## config.mk

```make
export PLATFORM = sky130hd
export DESIGN_NAME = alu_seq_flat
export DESIGN_NICKNAME = d
export VERILOG_FILES = /design/src/rtl/alu_if.sv /design/src/rtl/alu_seq.sv /design/src/flat_wrapper.sv
export SDC_FILE = /design/constraint.sdc
export NUM_CORES = 1
export LEC_CHECK = 0
export BUFFER_PORTS_ARGS = -buffer_cell sky130_fd_sc_hd__buf_2
export CORE_UTILIZATION = 35
export CTS_CLUSTER_SIZE = 28
export DETAILED_ROUTE_END_ITERATION = 12
export PLACE_DENSITY_LB_ADDON = 0.12
export SLEW_MARGIN = 10
export SYNTH_ARGS = -nofsm -noshare
export SYNTH_HDL_FRONTEND = slang
export SYNTH_SLANG_ARGS = --single-unit
```

## constraint.sdc

```tcl
create_clock -name clk -period 2.1 [get_ports clk]
set_input_delay 0.315 -clock clk [delete_from_list [all_inputs] [get_ports clk]]
set_output_delay 0.315 -clock clk [all_outputs]
set_load 0.005 [all_outputs]
```

## src/rtl/alu_if.sv

```systemverilog
// Operand/result handshake bundle for alu_seq: valid/ready on both the
// issue side and the result side, plus the registered result flags.
interface alu_if #(
  parameter int WIDTH = 8
);
  logic             in_valid;
  logic             in_ready;
  logic [WIDTH-1:0] a;
  logic [WIDTH-1:0] b;
  logic [3:0]       sel;
  logic             out_valid;
  logic             out_ready;
  logic [WIDTH-1:0] result;
  logic             carry;
  logic             zero;
  logic             negative;
  logic             overflow;

  modport slave (
    input  in_valid, a, b, sel, out_ready,
    output in_ready, out_valid, result, carry, zero, negative, overflow
  );

  modport master (
    output in_valid, a, b, sel, out_ready,
    input  in_ready, out_valid, result, carry, zero, negative, overflow
  );
endinterface

```

## src/rtl/alu_seq.sv

```systemverilog
// Multi-cycle ALU: single-cycle arithmetic/logic, bit-serial shifts/rotates,
// and an optional shift-add multiplier enabled by defining ALU_MUL_EN.
module alu_seq #(
  parameter int WIDTH = 8
) (
  input logic  clk,
  input logic  rst_n,
  alu_if.slave bus
);
  localparam int SHW = $clog2(WIDTH);
  localparam int CW  = SHW + 1;

  typedef enum logic [1:0] {IDLE, EXEC, DONE} state_t;
  state_t state, state_next;

  logic [WIDTH-1:0] result_q;
  logic             carry_q, zero_q, negative_q, overflow_q;
  logic [CW-1:0]    cnt;
  logic [WIDTH-1:0] shreg;
  logic [1:0]       shop;
  logic             accept, last_step, mul_op, multi;
  logic [SHW-1:0]   k;
  logic [WIDTH:0]   sum_ext, diff_ext;
  logic [WIDTH-1:0] res_single;
  logic             c_single, v_single;
  logic [WIDTH-1:0] sh_step;
  logic             sh_out;
  logic [WIDTH-1:0] exec_res;
  logic             exec_c, exec_v;

  assign bus.in_ready  = (state == IDLE);
  assign bus.out_valid = (state == DONE);
  assign bus.result    = result_q;
  assign bus.carry     = carry_q;
  assign bus.zero      = zero_q;
  assign bus.negative  = negative_q;
  assign bus.overflow  = overflow_q;

  assign accept    = bus.in_valid && (state == IDLE);
  assign k         = bus.b[SHW-1:0];
  assign last_step = (cnt == CW'(1));
  assign multi     = mul_op || ((bus.sel[3:2] == 2'b10) && (k != '0));

  always_ff @(posedge clk or negedge rst_n) begin
    if (!rst_n) state <= IDLE;
    else        state <= state_next;
  end

  always_comb begin
    // NOTE: every combinational output gets a default first so no path leaves it unassigned (no latch).
    state_next = state;
    case (state)
      IDLE:    if (accept) state_next = multi ? EXEC : DONE;
      EXEC:    if (last_step) state_next = DONE;
      DONE:    if (bus.out_ready) state_next = IDLE;
      default: state_next = IDLE;
    endcase
  end

  // Single-cycle result; shifts by zero fall through here with a unchanged.
  always_comb begin
    sum_ext    = {1'b0, bus.a} + {1'b0, bus.b};
    diff_ext   = {1'b0, bus.a} - {1'b0, bus.b};
    res_single = '0;
    c_single   = 1'b0;
    v_single   = 1'b0;
    case (bus.sel)
      4'h0: begin
        res_single = sum_ext[WIDTH-1:0];
        c_single   = sum_ext[WIDTH];
        v_single   = (bus.a[WIDTH-1] == bus.b[WIDTH-1]) && (sum_ext[WIDTH-1] != bus.a[WIDTH-1]);
      end
      4'h1: begin
        res_single = diff_ext[WIDTH-1:0];
        c_single   = diff_ext[WIDTH];
        v_single   = (bus.a[WIDTH-1] != bus.b[WIDTH-1]) && (diff_ext[WIDTH-1] != bus.a[WIDTH-1]);
      end
      4'h2: begin res_single = bus.a + WIDTH'(1); c_single = &bus.a;          end
      4'h3: begin res_single = bus.a - WIDTH'(1); c_single = (bus.a == '0);   end
      4'h4: res_single = bus.a & bus.b;
      4'h5: res_single = bus.a | bus.b;
      4'h6: res_single = bus.a ^ bus.b;
      4'h7: res_single = ~bus.a;
      4'h8, 4'h9, 4'hA, 4'hB: res_single = bus.a;
      4'hC: res_single = {{(WIDTH-1){1'b0}}, bus.a == bus.b};
      4'hD: res_single = {{(WIDTH-1){1'b0}}, bus.a <  bus.b};
      4'hE: res_single = {{(WIDTH-1){1'b0}}, bus.a >  bus.b};
      default: ;
    endcase
  end

  always_comb begin
    sh_step = shreg;
    sh_out  = 1'b0;
    case (shop)
      2'b00: {sh_out, sh_step} = {shreg, 1'b0};
      2'b01: {sh_step, sh_out} = {1'b0, shreg};
      2'b10: begin sh_step = {shreg[WIDTH-2:0], shreg[WIDTH-1]}; sh_out = shreg[WIDTH-1]; end
      default: begin sh_step = {shreg[0], shreg[WIDTH-1:1]}; sh_out = shreg[0]; end
    endcase
  end

`ifdef ALU_MUL_EN
  logic                 is_mul;
  logic [2*WIDTH-1:0]   acc, acc_next, mcand;
  logic [WIDTH-1:0]     mplr;

  assign mul_op   = (bus.sel == 4'hF);
  assign acc_next = acc + (mplr[0] ? mcand : '0);

  always_ff @(posedge clk or negedge rst_n) begin
    if (!rst_n) begin
      is_mul <= 1'b0;
      acc    <= '0;
      mcand  <= '0;
      mplr   <= '0;
    end else if (accept) begin
      is_mul <= mul_op;
      acc    <= '0;
      mcand  <= {{WIDTH{1'b0}}, bus.a};
      mplr   <= bus.b;
    end else if (state == EXEC && is_mul) begin
      acc    <= acc_next;
      mcand  <= mcand << 1;
      mplr   <= mplr >> 1;
    end
  end

  assign exec_res = is_mul ? acc_next[WIDTH-1:0] : sh_step;
  assign exec_c   = is_mul ? |acc_next[2*WIDTH-1:WIDTH] : sh_out;
  assign exec_v   = is_mul && (|acc_next[2*WIDTH-1:WIDTH]);
`else
  assign mul_op   = 1'b0;
  assign exec_res = sh_step;
  assign exec_c   = sh_out;
  assign exec_v   = 1'b0;
`endif

  always_ff @(posedge clk or negedge rst_n) begin
    // NOTE: state registers use non-blocking assignments so every flop samples pre-edge values.
    if (!rst_n) begin
      result_q   <= '0;
      carry_q    <= 1'b0;
      zero_q     <= 1'b0;
      negative_q <= 1'b0;
      overflow_q <= 1'b0;
      cnt        <= '0;
      shreg      <= '0;
      shop       <= '0;
    end else if (accept) begin
      shreg <= bus.a;
      shop  <= bus.sel[1:0];
      cnt   <= mul_op ? CW'(WIDTH) : CW'(k);
      if (!multi) begin
        result_q   <= res_single;
        carry_q    <= c_single;
        overflow_q <= v_single;
        zero_q     <= (res_single == '0);
        negative_q <= res_single[WIDTH-1];
      end
    end else if (state == EXEC) begin
      shreg <= sh_step;
      cnt   <= cnt - CW'(1);
      if (last_step) begin
        result_q   <= exec_res;
        carry_q    <= exec_c;
        overflow_q <= exec_v;
        zero_q     <= (exec_res == '0);
        negative_q <= exec_res[WIDTH-1];
      end
    end
  end
endmodule

```

## src/flat_wrapper.sv

```systemverilog
// flat-port wrapper written by rule: the top's interface ports become plain ports
module alu_seq_flat 
#(
  parameter int WIDTH = 8
)
  (clk, rst_n, bus_in_valid, bus_a, bus_b, bus_sel, bus_out_ready, bus_in_ready, bus_out_valid, bus_result, bus_carry, bus_zero, bus_negative, bus_overflow);
  alu_if #(.WIDTH(WIDTH)) bus_i ();
  input logic clk;
  input logic rst_n;
  input wire logic [$bits(bus_i.in_valid)-1:0] bus_in_valid;
  input wire logic [$bits(bus_i.a)-1:0] bus_a;
  input wire logic [$bits(bus_i.b)-1:0] bus_b;
  input wire logic [$bits(bus_i.sel)-1:0] bus_sel;
  input wire logic [$bits(bus_i.out_ready)-1:0] bus_out_ready;
  output wire logic [$bits(bus_i.in_ready)-1:0] bus_in_ready;
  output wire logic [$bits(bus_i.out_valid)-1:0] bus_out_valid;
  output wire logic [$bits(bus_i.result)-1:0] bus_result;
  output wire logic [$bits(bus_i.carry)-1:0] bus_carry;
  output wire logic [$bits(bus_i.zero)-1:0] bus_zero;
  output wire logic [$bits(bus_i.negative)-1:0] bus_negative;
  output wire logic [$bits(bus_i.overflow)-1:0] bus_overflow;
  assign bus_i.in_valid = bus_in_valid;
  assign bus_i.a = bus_a;
  assign bus_i.b = bus_b;
  assign bus_i.sel = bus_sel;
  assign bus_i.out_ready = bus_out_ready;
  assign bus_in_ready = bus_i.in_ready;
  assign bus_out_valid = bus_i.out_valid;
  assign bus_result = bus_i.result;
  assign bus_carry = bus_i.carry;
  assign bus_zero = bus_i.zero;
  assign bus_negative = bus_i.negative;
  assign bus_overflow = bus_i.overflow;
  alu_seq #(.WIDTH(WIDTH)) u_core (.clk(clk), .rst_n(rst_n), .bus(bus_i));
endmodule
```

# Word level (Yosys, flattened, before mapping)
# Index checks and enable logic that the tools add are counted.
# word_totals
inputBits,24
out_inout_bits,14
regBits,28
wordCells,101
# op_classes
n_mux,34
order_cmp,2
reduce_logical,18
n_addsub,5
bitwise_logic,4
n_eq_ne,29
# ops
op,count
$pmux W8 S12,1
$mux W8,6
$eq A4 B4 Y1 const B,7
$logic_not A8 Y1,3
$pmux W8 S3,1
$mux W1,17
$eq A4 B3 Y1 const B,4
$add A8 B8 Y9,1
$sub A8 B8 Y9,1
$add A8 B1 Y8 const B,1
$and A8 B8 Y8,1
$eq A4 B1 Y1 const B,2
$eq A4 B2 Y1 const B,2
$eq A8 B8 Y1,1
$gt A8 B8 Y1,1
$lt A8 B8 Y1,1
$mux W2,4
$mux W4,2
$not A8 Y8,1
$or A8 B8 Y8,1
$reduce_and A8 Y1,1
$sub A8 B1 Y8 const B,1
$xor A8 B8 Y8,1
$eq A2 B2 Y1 const B,3
other kinds (17),28

# Logic depth before layout (Yosys ltp)
# depth
word_depth,6
depth_mapped,12
mapped_depth_nobuf,11

# Least setup slack after synthesis
# No wires, ideal clock.
# synth_path
kind,input -> register
startpoint,input bus_a[2]
endpoint,"register u_core.zero_q, in the netlist u_core.bus.zero"
required_time_ns,1.973
stages,11
slack_ns,-0.511
arrival_ns,2.485
path_buffers,2
cell_sequence,clkbuf_1 -> inv_1 -> ha_1 -> buf_4 -> nor3_2 -> a2111oi_2 -> nor2_1 -> or4b_1 -> a31o_1 -> nand4_1 -> o21ai_1
# synth_via
elab_chain_len,5
# synth_lines
item,line_no,rtl
start: declaration,flat_wrapper.sv:11,input wire logic [$bits(bus_i.a)-1:0] bus_a;
"$sub A8 B1 Y8, or another cell as far along",alu_seq.sv:79,4'h3: begin res_single = bus.a - WIDTH'(1); c_single = (bus.a == '0); end
$pmux W8 S12 (*),alu_seq.sv:67,case (bus.sel)
$logic_not A8 Y1 (*),alu_seq.sv:158,zero_q <= (res_single == '0);
$mux W1 (*),alu_seq.sv:154,if (!multi) begin
$mux W1 (*),alu_seq.sv:150,end else if (accept) begin
end signal: assignment,alu_seq.sv:158,
end signal: assignment,alu_seq.sv:168,zero_q <= (exec_res == '0);
end: declaration,alu_seq.sv:17,"logic carry_q, zero_q, negative_q, overflow_q;"
# Every way passes the cells marked *; elsewhere a longest branch is shown, timed or not. The select of a mux whose other input is x is not followed.
# A chain may end at the register's enable or synchronous reset.

# Worst setup path after layout
# layout_path
startpoint,input bus_sel[2]
endpoint,"register u_core.zero_q, in the netlist u_core.bus.zero"
# layout_via
elab_chain_len,6
# layout_lines
item,line_no,rtl
start: declaration,flat_wrapper.sv:13,input wire logic [$bits(bus_i.sel)-1:0] bus_sel;
$eq A4 B4 Y1,alu_seq.sv:67,
$reduce_or A4 Y1,alu_seq.sv:67,
$pmux W8 S12,alu_seq.sv:67,
$logic_not A8 Y1,alu_seq.sv:158,
$mux W1,alu_seq.sv:154,
$mux W1,alu_seq.sv:150,
# Several ways; a longest one is shown, not always the timed one. The select of a mux whose other input is x is not followed.

==> flow_metrics.env <==
export IMPL_status="complete, but fails checks"
export IMPL_violations="setup timing"
export IMPL_critPathKind="in2reg"
export IMPL_p_leak_nw=2.03
export IMPL_first_iter_violations=227
export IMPL_synth_seq_area_share=0.213
export IMPL_synthFlopType="dfrtp_1"
export IMPL_p_per_area_nw_per_um2=687
export IMPL_ctsHtreeMaxLevel=1
export IMPL_cts_sinks=27
export IMPL_cp_max_fo=4
export IMPL_ioPinCount=38
export IMPL_num_rows=34
export IMPL_drc=0
export IMPL_grt_use_total=0.218
export IMPL_nNetsFinal=562
export IMPL_syn_to_final_growth_pct=41.4
export IMPL_cts_path_max_buffers=2
export IMPL_vias=3360
export IMPL_wl_per_cell_um=16.6
export IMPL_cts_buffers=3
export IMPL_place_hpwl_um=8040
export IMPL_viasPerCell=5.45
export IMPL_antenna_found_initial=0
export IMPL_critPathArrivalTime_ps=2390
export IMPL_antenna_cells=0
export IMPL_synth_top_area_frac=0.213
export IMPL_worstRegToRegCells=7
export IMPL_total_power_mw=3.07
export IMPL_die_area_sq_um=9430
export IMPL_routed_wl_um=10200
export IMPL_utilization=0.513
export IMPL_worstPathRequired_ps=2310
export IMPL_fin_skew_ps=4.42
export IMPL_detail_route_antenna_nets=0
export IMPL_yosysTopAreaCell="dfrtp_1"
export IMPL_fin_ws_ps=-82.7
export IMPL_finalHoldViolations=0
export IMPL_ctsRootBufferMaster="clkbuf_8"
export IMPL_globalplace_congestion=0.863
export IMPL_rrSetupSlack_ps=240
export IMPL_clk_pin_slew_ps=90
export IMPL_die_width_um=97.1
export IMPL_r2r_start="u_core.state[1]$_DFFE_PN0P_"
export IMPL_tightest_slew_ps=618
export IMPL_fin_crit_sh=1.04
export IMPL_rsz0062_at_grt="true"
export IMPL_min_path_type="in2async"
export IMPL_setup_viol=2
export IMPL_fmax_mhz=458
export IMPL_crit_path_end_kind="register"
export IMPL_ys_seq_elements=27
export IMPL_clock_latency_ps=270
export IMPL_grt_max_degree=29
export IMPL_synth_warnings=0
export IMPL_syn_instance_count=394
export IMPL_drt_pass1_iter_count=4
export IMPL_chipHeight_um=97.1
export IMPL_maxCapViolCount=0
export IMPL_syn_nets=447
export IMPL_final_max_slew_violation_count=0
export IMPL_layout_commonest_cell="buf_4"
export IMPL_grt_overflow_total=0
export IMPL_layout_common_cells="buf_4, nand2_1, nor2_1, buf_2, dfrtp_1"
export IMPL_period_needed_ps=2180
export IMPL_grt_pass1_vias=3314
export IMPL_syn_cell_area_sq_um=3170
export IMPL_fp_coreArea_sq_um=8720
export IMPL_slew_headroom=0.586
export IMPL_synth_edf_count=0
export IMPL_cp_start_kind="input pin"
export IMPL_syn_area_per_cell_sq_um=8.03
export IMPL_drive_gt1_frac=0.406
export IMPL_grt_first_pass_wirelength_um=16700
export IMPL_irDropWorstVdd_mv=0.459
export IMPL_reg2reg_to="u_core.bus.zero$_DFFE_PN0P_"
export IMPL_port_buffers=37
export IMPL_start_util=0.363
export IMPL_yosys_top_cells_area="dfrtp_1, ha_1, nand2_1"
export IMPL_async_reset_ff_frac=1.00
export IMPL_synth_cell_types=66
export IMPL_cts_tree="done"
[final cells by class]
type	count	area, sq um
Clock buffer	4	45.0
Inverter	34	130
Tap cell	108	135
Timing Repair Buffer	137	975
Fill cell	840	4250
Sequential cell	27	676
Multi-Input combinational cell	306	2510
[routing by layer]
metal	vias up	track usage	share of wire
met5	-	0	0
met4	0	0.0321	0.0089
met3	4	0.0209	0.042
met2	63	0.367	0.48
met1	1624	0.309	0.47
li1	1669	-	-
[cells in the mapped netlist (8+ instances only)]
master / n
o21ai_0: 17
nand3_1: 8
mux2i_1: 15
a21oi_1: 22
nor2_1: 33
nor3_1: 9
ha_1: 27
dfrtp_1: 27
inv_1: 34
nor2b_1: 8
nand2_1: 42
buf_2: 8
o221ai_1: 11
clkbuf_1: 14
[cell families (layout without fill, tap and decap cells)]
logic type / Yosys count / count (layout) / share of synthesized area
multiplexers: 24 / 24 / 0.0984
XOR/XNOR: 11 / 11 / 0.0304
buffers and inverters: 61 / 175 / 0.0818
AO/OA/AOI/OAI: 104 / 104 / 0.232
adder cells (fa/ha/maj): 29 / 29 / 0.119
AND/OR/NAND/NOR: 138 / 138 / 0.224
flip-flops: 27 / 27 / 0.213
[worst max-delay path, stage by stage]
cell and delay, ps:
buf_8 100, nor4bb_4 260, buf_4 170, xnor2_2 60
ha_2 190, or4_1 390, mux2i_1 180, mux2i_1 200
nor2_1 80, nor4b_2 210, nand4_1 100, o21ai_1 130
[through the flow]
stage	setup TNS (ps)	setup WS, ps	cells	instance area (sq um)	hold slack, ps
after detailed placement	-3910	-486	608	4150	364
after CTS	-141	-114	613	4320	60.3
after global routing	-677	-284	616	4480	82.3
final	-103	-82.7	616	4480	33.5
after floorplan	-640	-227	394	3250	19.4
after global placement	-3690	-482	608	4150	357
[state kept, by name (all words and copies together) (netlist names)]
name / cells
u_core.bus.result: 8
u_core.shreg: 8
u_core.cnt: 4
u_core.shop: 2
u_core.state: 2
u_core.bus.carry: 1
u_core.bus.overflow: 1
u_core.bus.zero: 1
[worst max-delay path by stage]
| stage | startpoint | slack [ps] | to | cells past startpoint |
|---|---|---|---|---|
| 2_1_floorplan | bus_a[0] | -230 | u_core.bus.zero$_DFFE_PN0P_ | 12 |
| 3_3_place_gp | bus_a[0] | -480 | u_core.bus.zero$_DFFE_PN0P_ | 13 |
| 3_5_place_dp | bus_sel[3] | -490 | u_core.bus.zero$_DFFE_PN0P_ | 12 |
| 4_1_cts | bus_sel[2] | -110 | u_core.bus.zero$_DFFE_PN0P_ | 12 |
| 5_1_grt | bus_sel[2] | -280 | u_core.bus.zero$_DFFE_PN0P_ | 12 |
| 6_report | bus_sel[2] | -80 | u_core.bus.zero$_DFFE_PN0P_ | 12 |
[repair_timing]
action                     CTS  global route
hold endpoints to repair     0             0
gates resized for setup     30            29
setup buffers                1             3
hold buffers                 0             0
setup endpoints to repair    9             9
pin swaps                    7            16
[power breakdown]
part / internal [mW] / total, mW / leakage [nW] / switching, mW
clock network: 0.136 / 0.297 / 0.0228 / 0.161
registers: 0.755 / 0.964 / 0.342 / 0.209
logic: 0.847 / 1.81 / 1.67 / 0.967
total: 1.74 / 3.07 / 2.03 / 1.34
No activity file was read; power rests on OpenSTA's default activity.
